[src/rtl/fetch_queue_unit.sv]
// Instruction-fetch front end: PC sequencing, credit-limited request issue,
// in-order response buffering and redirect flush with in-flight response drop.
module fetch_queue_unit #(
    parameter int unsigned ADDR_W = 32,
    parameter int unsigned DATA_W = 32,
    parameter logic [ADDR_W-1:0] RESET_PC = '0,
    parameter int unsigned DEPTH = 4
) (
    input  logic              clk,
    input  logic              reset,
    input  logic              redirect_valid,
    input  logic [ADDR_W-1:0] redirect_pc,
    output logic              imem_req,
    output logic [ADDR_W-1:0] imem_addr,
    input  logic              imem_gnt,
    input  logic              imem_rvalid,
    input  logic [DATA_W-1:0] imem_rdata,
    output logic              out_valid,
    input  logic              out_ready,
    output logic [ADDR_W-1:0] out_pc,
    output logic [DATA_W-1:0] out_instr,
    output logic [ADDR_W-1:0] fetch_pc
);

    localparam int unsigned STEP  = DATA_W / 8;
    localparam int unsigned PTR_W = $clog2(DEPTH);
    localparam int unsigned CNT_W = $clog2(DEPTH + 1);
    localparam logic [ADDR_W-1:0] PC_STEP    = ADDR_W'(STEP);
    localparam logic [ADDR_W-1:0] ALIGN_MASK = ~ADDR_W'(STEP - 1);
    localparam logic [CNT_W:0]    DEPTH_C    = (CNT_W + 1)'(DEPTH);

    logic [ADDR_W-1:0] fetch_pc_q, fetch_pc_d;
    logic [ADDR_W-1:0] rsp_pc_q, rsp_pc_d;
    logic [CNT_W-1:0]  outst_q, outst_d;
    logic [CNT_W-1:0]  drop_q, drop_d;
    logic [CNT_W-1:0]  count_q, count_d;
    logic [PTR_W-1:0]  rd_ptr_q, rd_ptr_d;
    logic [PTR_W-1:0]  wr_ptr_q, wr_ptr_d;
    logic [ADDR_W-1:0] pc_mem_q    [DEPTH];
    logic [DATA_W-1:0] instr_mem_q [DEPTH];

    logic credit_c, accept_c, rsp_c, write_c, pop_c;

    // Request issue: buffered plus in-flight entries may never exceed DEPTH
    assign credit_c  = ((CNT_W + 1)'(count_q) + (CNT_W + 1)'(outst_q)) < DEPTH_C;
    assign imem_req  = reset && !redirect_valid && credit_c;
    assign imem_addr = fetch_pc_q;
    assign fetch_pc  = fetch_pc_q;

    // Decode-side view of the FIFO head
    assign out_valid = (count_q != '0);
    assign out_pc    = pc_mem_q[rd_ptr_q];
    assign out_instr = instr_mem_q[rd_ptr_q];

    // Next-state: handshakes, response accounting and redirect flush
    always_comb begin
        fetch_pc_d = fetch_pc_q;
        rsp_pc_d   = rsp_pc_q;
        outst_d    = outst_q;
        drop_d     = drop_q;
        count_d    = count_q;
        rd_ptr_d   = rd_ptr_q;
        wr_ptr_d   = wr_ptr_q;

        accept_c = imem_req && imem_gnt;
        rsp_c    = imem_rvalid && (outst_q != '0);
        pop_c    = (count_q != '0) && out_ready;
        write_c  = rsp_c && (drop_q == '0) && !redirect_valid;

        if (accept_c) begin
            fetch_pc_d = fetch_pc_q + PC_STEP;
        end
        if (write_c) begin
            rsp_pc_d = rsp_pc_q + PC_STEP;
            wr_ptr_d = wr_ptr_q + PTR_W'(1);
        end
        if (pop_c) begin
            rd_ptr_d = rd_ptr_q + PTR_W'(1);
        end
        if (rsp_c && (drop_q != '0)) begin
            drop_d = drop_q - CNT_W'(1);
        end
        count_d = count_q + CNT_W'(write_c) - CNT_W'(pop_c);
        outst_d = outst_q + CNT_W'(accept_c) - CNT_W'(rsp_c);

        // Redirect: flush buffer, drop every request still in flight, restart PC
        if (redirect_valid) begin
            count_d    = '0;
            rd_ptr_d   = '0;
            wr_ptr_d   = '0;
            drop_d     = outst_d;
            fetch_pc_d = redirect_pc & ALIGN_MASK;
            rsp_pc_d   = redirect_pc & ALIGN_MASK;
        end
    end

    // State and FIFO storage registers with synchronous active-low reset
    always_ff @(posedge clk) begin
        if (!reset) begin
            fetch_pc_q <= RESET_PC;
            rsp_pc_q   <= RESET_PC;
            outst_q    <= '0;
            drop_q     <= '0;
            count_q    <= '0;
            rd_ptr_q   <= '0;
            wr_ptr_q   <= '0;
            for (int unsigned i = 0; i < DEPTH; i++) begin
                pc_mem_q[i]    <= '0;
                instr_mem_q[i] <= '0;
            end
        end else begin
            fetch_pc_q <= fetch_pc_d;
            rsp_pc_q   <= rsp_pc_d;
            outst_q    <= outst_d;
            drop_q     <= drop_d;
            count_q    <= count_d;
            rd_ptr_q   <= rd_ptr_d;
            wr_ptr_q   <= wr_ptr_d;
            if (write_c) begin
                pc_mem_q[wr_ptr_q]    <= rsp_pc_q;
                instr_mem_q[wr_ptr_q] <= imem_rdata;
            end
        end
    end

endmodule

[config.mk]
export PLATFORM = sky130hd
export DESIGN_NAME = fetch_queue_unit
export DESIGN_NICKNAME = d
export VERILOG_FILES = /design/src/rtl/fetch_queue_unit.sv
export SDC_FILE = /design/constraint.sdc
export NUM_CORES = 1
export LEC_CHECK = 0
export BUFFER_PORTS_ARGS = -buffer_cell sky130_fd_sc_hd__buf_2
export CORE_AREA = 2 2 244 246
export DETAILED_ROUTE_END_ITERATION = 12
export DIE_AREA = 0 0 246 248
export PLACE_DENSITY = 0.37
export SKIP_CTS_REPAIR_TIMING = 1
export SLEW_MARGIN = 25
export SYNTH_ARGS = -nofsm -noshare
export SYNTH_HDL_FRONTEND = slang
export SYNTH_SLANG_ARGS = --single-unit
[constraint.sdc]
create_clock -name clk -period 8.1 [get_ports clk]
set_clock_uncertainty 0.15 [all_clocks]
set_input_delay 1.62 -clock clk [delete_from_list [all_inputs] [get_ports clk]]
set_output_delay 1.62 -clock clk [all_outputs]
set_load 0.01 [all_outputs]
## Word-level counts from Yosys, hierarchy flattened

Memory sizes are Yosys's and may differ from the RTL's. A register that Yosys moved wholly into a read port is not among the register bits.
Cells that the tools add are included.

- Logic and storage cells: 62
- Memories: 2
- Bits in registers: 77
- Memory bits (writable): 256
- Output and inout bits: 130
- Bits of input ports: 70

Memory list:

| name | depth | bits a word | rd ports | clocked after memory_dff | wr ports | RTL line | RTL |
|---|---|---|---|---|---|---|---|
| instr_mem_q | 4 | 32 | 1 | 1 | 4 | 40 | `logic [DATA_W-1:0] instr_mem_q [DEPTH];` |
| pc_mem_q | 4 | 32 | 1 | 1 | 4 | 39 | `logic [ADDR_W-1:0] pc_mem_q [DEPTH];` |

- Reduce and logical (&&, ||, !) cells: 19
- $add $sub $neg: 10
- Magnitude comparators: 1
- Muxes and demuxes: 20
- Bitwise operators: 1

Operator list:

| kind | number |
|---|---|
| $mux W32 | 6 |
| $add A32 B3 Y32 const B | 2 |
| $reduce_or A32 Y1 | 2 |
| $mux W2 | 6 |
| $reduce_bool A3 Y1 | 3 |
| $logic_and A1 B1 Y1 | 8 |
| $add A3 B1 Y3 | 2 |
| $mux W1 | 6 |
| $mux W3 | 2 |
| $reduce_bool A2 Y1 | 3 |
| $sub A3 B1 Y3 | 2 |
| $add A2 B1 Y2 const B | 2 |
| $add A3 B3 Y4 | 1 |
| $lt A4 B3 Y1 const B | 1 |
| $logic_not A3 Y1 | 1 |
| $sub A3 B1 Y3 const B | 1 |
| $reduce_or A2 Y1 | 1 |
| $logic_not A1 Y1 | 1 |
| $not A1 Y1 | 1 |

## Longest topological paths before layout

Gate-level depths: netlist (run 1).

- Depth after elaboration: 9
- Gate-level depth with buffers: 17
- Depth with buffers taken out: 14

## Worst setup path before layout (run 1)

No wires, ideal clock.

- Path type: input to register
- Start: in redirect_valid
- End: mem instr_mem_q[1][0] (enable)
- Buffers on the path: 1
- Data arrival time: 6.714 ns
- Cell stages on the path: 4
- Library setup time: 0.568 ns
- Slack: 0.669 ns
- Path through: clkbuf_1 > nor3_1 > inv_1 > o21ai_0

RTL lines:

| element | RTL line | RTL |
|---|---|---|
| start, declared | 11 | `input logic redirect_valid,` |
| end, declared | 40 |  |

## Worst setup path after layout (run 1)

- Start: in reset
- End: out imem_req

- Longest elaborated chain between the ends: 2

RTL lines:

| element | RTL line | RTL |
|---|---|---|
| start, declared | 10 | `input logic reset,` |
| $logic_and A1 B1 Y1 (2 in a row) | 46 | `assign imem_req = reset && !redirect_valid && credit_c;` |
| end, declared | 13 | `output logic imem_req,` |

No other way between the ends.

==> impl_results.md, run 1 <==
* Distinct cells, synth at 54
* # DRC at 0
* HP Start: rd_ptr_q[1]
* Ys flop type: edfxtp_1
* Pwr dens at 243 mW/mm^2
* Max cap viols at 0
* Min-delay worst type: flip-flop to flip-flop
* Via count of the routed design at 9438
* Worst-path fanout max at 41
* Root buffer cell: clkbuf_16
* Row count at 89
* Tot GR Track Use at 0.135
* Core area at 0.0585 mm^2
* CP arrival at 2.97 ns
* Fin. max-slew vios at 0
* Worst endpoint required time at 6.33 ns
* Largest net degree at the start of global routing at 81
* Final min period at 4.74 ns
* Post-synth EDFFs at 248
* Synth warnings at 0
* Kind of critical path: input port to output port
* Peak supply drop at 0.000124 V
* Post-Syn Instances at 1192
* Post-route ant nets at 0
* Clk_lat worst skew at 0.55 ns
* Die Footprint at 0.0610 mm^2
* Buffers on Ports at 191
* TritonRoute pass-1 iters at 4
* Vias in the first global route at 9765
* #FFs+latches synth at 323
* Iteration-0 DRC count of the detailed router at 359
* CP Capture Type: output port
* Antenna fix cells at 0
* CTS clk-pin slew, worst paths at 0.05 ns
* Register area share after synthesis at 0.618
* Drt wl/cell at 19.1 um
* Post-synth ARST share at 0
* Wirelength, routed at 41000 um
* Status: finished clean
* Worst R2R Path Depth at 14
* GR Overflow Total at 0
* Leak at 0.00671 uW
* Design Power at 4200 uW
* NumNets Final at 1426
* Worst slew margin at 0.324
* Worst r2r dst: drop_q[2]
* Worst r2r src: outst_q[1]
* Vias per std cell at 4.40
* Num CTS Buffers at 41
* Syn Area/Cell at 12.1 um^2
* Max Clk Rate at 211 MHz
* Crit. Startpoint: reset
* Flop2flop setup slack at 4.19 ns
* Area added between synthesis and finish at 19.5%
* RePlAce Congestion at 0.728
* Placed Area at 0.0161 mm^2
* Die Ht at 248 um
* Maximum clock path buffer count at 3
* Tcrit/Tclk final at 0.585
* Final hold viol count at 0
* Placed Cells at 2074
* RSZ-0062 raised after global routing: false
* Initial Util at 0.247
* Post-route cell area at 0.0173 mm^2
* Layout cell share with drive strength beyond 1 at 0.251
* Setup_tns at 0 ns
* Antenna violations before repair at 0
* H-Tree Depth at 2
* Critical path endpoint: imem_req
* Setup-failing EPs final at 0
* TritonCTS clock tree: built
* Die width at 246 um
* # IOs at 200
* DPL Wire Length at 24300 um
* Number of clock sinks at 323
* Crit start category: input port
* Least-Margin Pin Slew at 1.01 ns
* First-pass GRT wire length at 61700 um
* Finished Layout Cells at 2144
* Cell area after synthesis at 0.0145 mm^2
[power breakdown]
group	leakage, uW	total, uW	switching (uW)	internal [uW]
registers	0.00319	1990	72.4	1910
logic	0.00294	540	332	208
clock network	0.000584	1670	720	953
total	0.00671	4200	1120	3080
[registers in the layout, summed over array words and instances (netlist names), named ones only]
name / cells
wr_ptr_q: 2
instr_mem_q: 128
outst_q: 3
rsp_pc_q: 30
fetch_pc: 30
drop_q: 3
rd_ptr_q: 2
count_q: 3
pc_mem_q: 120
[worst min path at each step]
stage / cells after the start / endpoint / slack [ns]
2_1_floorplan: 2 / flip-flop / 0.33
6_report: 2 / rd_ptr_q[1] / 0.38
3_5_place_dp: 2 / flip-flop / 0.37
4_1_cts: 2 / rd_ptr_q[1] / 0.38
3_3_place_gp: 1 / fetch_pc[22] / 0.36
5_1_grt: 1 / fetch_pc[22] / 0.42
[cell usage after synthesis (14+ instances only)]
cell	count	area (um^2)
inv_1	79	297
clkbuf_1	48	180
and3_1	14	87.6
dfxtp_1	75	1500
edfxtp_1	248	7450
nand2_1	103	387
nand3_1	21	105
nor4_1	14	87.6
a21oi_1	56	280
mux4_2	62	1400
nor2_1	214	803
o21ai_0	41	205
xor2_1	31	272
buf_4	36	270
xnor2_1	20	175
nand4_1	21	131
[metrics by stage]
step | setup slack [ns] | hold slack (ns) | util
6_report | 3.36 | 0.383 | 0.296
5_1_grt | 3.15 | 0.422 | 0.296
4_1_cts | 3.24 | 0.384 | 0.296
3_5_place_dp | 3.11 | 0.373 | 0.275
3_3_place_gp | 3.06 | 0.355 | 0.275
2_1_floorplan | 0.669 | 0.335 | -
[final cells by class]
type / instances / area [um^2]
Sequential cell: 323 / 8960
Tap cell: 773 / 967
Inverter: 80 / 300
Clock inverter: 16 / 104
Clock buffer: 54 / 1100
Fill cell: 6077 / 41200
Timing Repair Buffer: 208 / 1080
Multi-Input combinational cell: 690 / 4780
[critical path: stages]
cell	delay [ns]
buf_2	0.11
buf_4	0.44
nand2_1	0.34
nor3b_1	0.26
buf_2	0.18
[layer usage]
metal,up-vias,part of all wire,global-route usage,wire [um]
met1,4652,0.46,0.178,18800
met4,0,0.017,0.0326,707
met5,-,0,0,0
met2,221,0.48,0.226,19500
met3,50,0.049,0.0285,2020
li1,4515,-,-,-
[cell usage in the layout (no fill, tap or decap), types with 3 or more instances in the layout]
| cell type | n |
|---|---|
| dfxtp_1 | 73 |
| nor4_1 | 12 |
| clkbuf_16 | 42 |
| ha_1 | 10 |
| and2_1 | 6 |
| o311ai_0 | 3 |
| o21ai_0 | 38 |
| and4_1 | 3 |
| buf_2 | 191 |
| xor2_1 | 31 |
| nand3_1 | 21 |
| clkinv_2 | 5 |
| and3_1 | 14 |
| mux4_2 | 62 |
| edfxtp_1 | 248 |
| nor2_1 | 214 |
| or2_2 | 3 |
| clkbuf_1 | 12 |
| nor4_4 | 3 |
| a21oi_1 | 56 |
| nand2_1 | 102 |
| nor3_1 | 8 |
| o21a_1 | 3 |
| inv_1 | 79 |
| buf_4 | 17 |
| or4_1 | 7 |
| conb_1 | 6 |
| o21ai_4 | 3 |
| xnor2_1 | 20 |
| nand4_1 | 21 |
| clkinv_1 | 7 |
| a31oi_1 | 10 |
[kinds of logic (layout without fill, tap and decap cells)]
kind of cell,count (synthesis),count (layout),synth area share
fa+ha+maj,12,12,0.0114
other cells,1,6,0.000259
xor+xnor,51,51,0.0309
buf+inv,184,358,0.0580
flops,323,323,0.618
compound gates,127,127,0.0492
mux,63,63,0.0972
simple gates,431,431,0.135
No activity file was read; power rests on OpenSTA's default activity.
==> inputs of run 2 (changes only) <==
--- a/config.mk
+++ b/config.mk
@@ -9,7 +9,7 @@
 export CORE_AREA = 2 2 244 246
 export DETAILED_ROUTE_END_ITERATION = 12
 export DIE_AREA = 0 0 246 248
-export PLACE_DENSITY = 0.37
+export PLACE_DENSITY = 0.38
 export SKIP_CTS_REPAIR_TIMING = 1
 export SLEW_MARGIN = 25
 export SYNTH_ARGS = -nofsm -noshare
==> constraint.sdc (replaced) <==
create_clock -name clk -period 4.3 [get_ports clk]
set_clock_uncertainty 0.15 [all_clocks]
set_input_delay 0.86 -clock clk [delete_from_list [all_inputs] [get_ports clk]]
set_output_delay 0.86 -clock clk [all_outputs]
set_load 0.01 [all_outputs]
==> run 2 against run 1 <==
- global-route usage is essentially flat
- non-clock buffer count unchanged
- wire length is 0.40% higher
- final cell count down 0.23%
- combinational power rose by 89%
- register-to-register slack got worse by 3.2 ns
- sequential power up 88%
- die area unchanged
- clock power rose by 93%
- critical path depth shrank 2
- worst hold slack improved by 0.0013 ns
- count of clock-buffer cells in the layout decreased by 2
==> impl_results.md, run 2 (same netlist as run 1, synthesis figures left out) <==
* TritonRoute pass-1 iters at 5 (+1)
* Setup_tns at 0 ns (unchanged)
* Slowest Stage Delay on Critical Path at 0.69 ns (+0.25 ns)
* H-Tree Depth at 2 (unchanged)
* Drt wl/cell at 19.3 um (+0.64%)
* Fin. max-slew vios at 0 (unchanged)
* Number of clock sinks at 323 (unchanged)
* Core area at 0.0585 mm^2 (unchanged)
* Largest regs: instr_mem_q x128, pc_mem_q x120
* CTS clk-pin slew, worst paths at 0.06 ns (about the same)
* Die Footprint at 0.0610 mm^2 (unchanged)
* CP Capture Type: output port
* Final hold viol count at 0 (unchanged)
* Layout cell share with drive strength beyond 1 at 0.253 (+0.00165)
* Iteration-0 DRC count of the detailed router at 471 (+31%)
* CP arrival at 2.39 ns (-0.58 ns)
* Crit start category: flip-flop
* Critical path's slowest cell: dfxtp_4
* NumNets Final at 1424 (-0.14%)
* # DRC at 0 (unchanged)
* Status: finished clean
* RePlAce Congestion at 0.739 (+1.4%)
* Kind of critical path: flip-flop to output port
* Root buffer cell: clkbuf_16
* Clk_lat worst skew at 0.54 ns (about the same)
* Largest net degree at the start of global routing at 81 (unchanged)
* Max Clk Rate at 294 MHz
* Worst slew margin at 0.366 (+0.0418)
* Via count of the routed design at 9452 (+0.15%)
* Maximum clock path buffer count at 3 (unchanged)
* Critical Path, Cell by Cell: buf_4 > mux4_2 > buf_2
* Antenna fix cells at 0 (unchanged)
* Num CTS Buffers at 39 (-4.9%)
* Largest delay contributor family on the critical path: flip-flops
* GR Overflow Total at 0 (unchanged)
* Min-delay worst type: flip-flop to flip-flop
* DPL Wire Length at 25100 um (+3.3%)
* Most common cell after layout, fill and taps aside: edfxtp_1
* Tot GR Track Use at 0.135 (about the same)
* Die width at 246 um (unchanged)
* Row count at 89 (unchanged)
* Most frequent cells in the layout: edfxtp_1 (248), nor2_1 (214), buf_2 (191)
* Wirelength, routed at 41200 um (+0.40%)
* RSZ-0062 raised after global routing: false
* Reg with most FFs: instr_mem_q
* Least-Margin Pin Slew at 0.944 ns (-0.0705 ns)
* Initial Util at 0.247 (unchanged)
* TritonCTS clock tree: built
* # IOs at 200 (unchanged)
* Max reg flops at 128 (unchanged)
* Pwr dens at 458 mW/mm^2 (+89%)
* Leak at 0.00675 uW (+0.59%)
* Area added between synthesis and finish at 20.3%
* Post-layout util at 0.298 (+0.00193)
* First-pass GRT wire length at 61700 um (unchanged)
* Fill cells at 6021 (-0.92%)
* Tcrit/Tclk final at 0.791
* Vias per std cell at 4.42 (+0.38%)
* Max cap viols at 0 (unchanged)
* Buffers on Ports at 191 (unchanged)
* Die Ht at 248 um (unchanged)
* Vias in the first global route at 9840 (+0.77%)
* Worst endpoint required time at 3.29 ns (-3.04 ns)
* Post-route ant nets at 0 (unchanged)
* Antenna violations before repair at 0 (unchanged)
* Setup-failing EPs final at 0 (unchanged)
* Final min period at 3.40 ns
* Worst-path fanout max at 23 (-44%)
* Buf+Inv Stages, Crit Path at 2 (-1)
* Peak supply drop at 0.000183 V (+47%)
run 2: final cells by class:
| cell class | count | area, um^2 | area share |
|---|---|---|---|
| flip-flops and latches | 323 | 8960 | 0.515 |
| multi-input cells | 690 | 4780 | 0.275 |
| repair buffers | 208 | 1170 | 0.0673 |
| clock buffers | 52 | 1090 | 0.0625 |
| well taps | 773 | 967 | 0.0556 |
| inverters | 80 | 300 | 0.0173 |
| clock inverters | 13 | 136 | 0.00784 |
run 2: metrics by stage:
stage          hold slack (ns)  instances  area (um^2)  power (uW)  setup WS (ns)
3_3_place_gp             0.358       2074        16200        4850          0.731
6_report                 0.384       2139        17400        7980          0.897
5_1_grt                  0.405       2139        17400        8340          0.726
3_5_place_dp             0.374       2074        16200        4860          0.708
2_1_floorplan            0.335       1197        14500        4430         -0.707
4_1_cts                  0.385       2139        17400        8130          0.768
run 2: per-layer routing:
layer,vias up,part of all wire,wire [um],global-route usage
met2,235,0.48,19800,0.227
met1,4683,0.46,19000,0.180
met4,0,0.015,612,0.0346
met3,42,0.045,1850,0.0221
li1,4492,-,-,-
met5,-,0,0,0
run 2: worst register-to-register path, cell delays in order (launching register included):
cell and delay (ns):
dfxtp_1 0.47, ha_1 0.28, a311oi_1 0.54, and2_1 0.23, inv_1 0.06, ha_1 0.26, inv_1 0.05, ha_1 0.13
inv_1 0.05, fa_1 0.38, xor2_1 0.18, xnor2_1 0.19, nand2_1 0.07, nand2_1 0.08, a21oi_1 0.04
run 2: path summary, 6_finish.rpt:
| path | start | endpoint | slack, ns | cells past startpoint |
|---|---|---|---|---|
| min reg2reg | fetch_pc[22] | fetch_pc[22] | 0.38 | 1 |
| min | fetch_pc[22] | fetch_pc[22] | 0.38 | 1 |
| max | flip-flop | out_pc[2] | 0.90 | 3 |
| max reg2reg | outst_q[1] | drop_q[2] | 0.99 | 14 |
run 2: power breakdown:
part,switching (uW),internal [uW],total [uW]
Clock,1280,1940,3220
Sequential,135,3610,3740
Combinational,622,396,1020
Total,2030,5940,7980
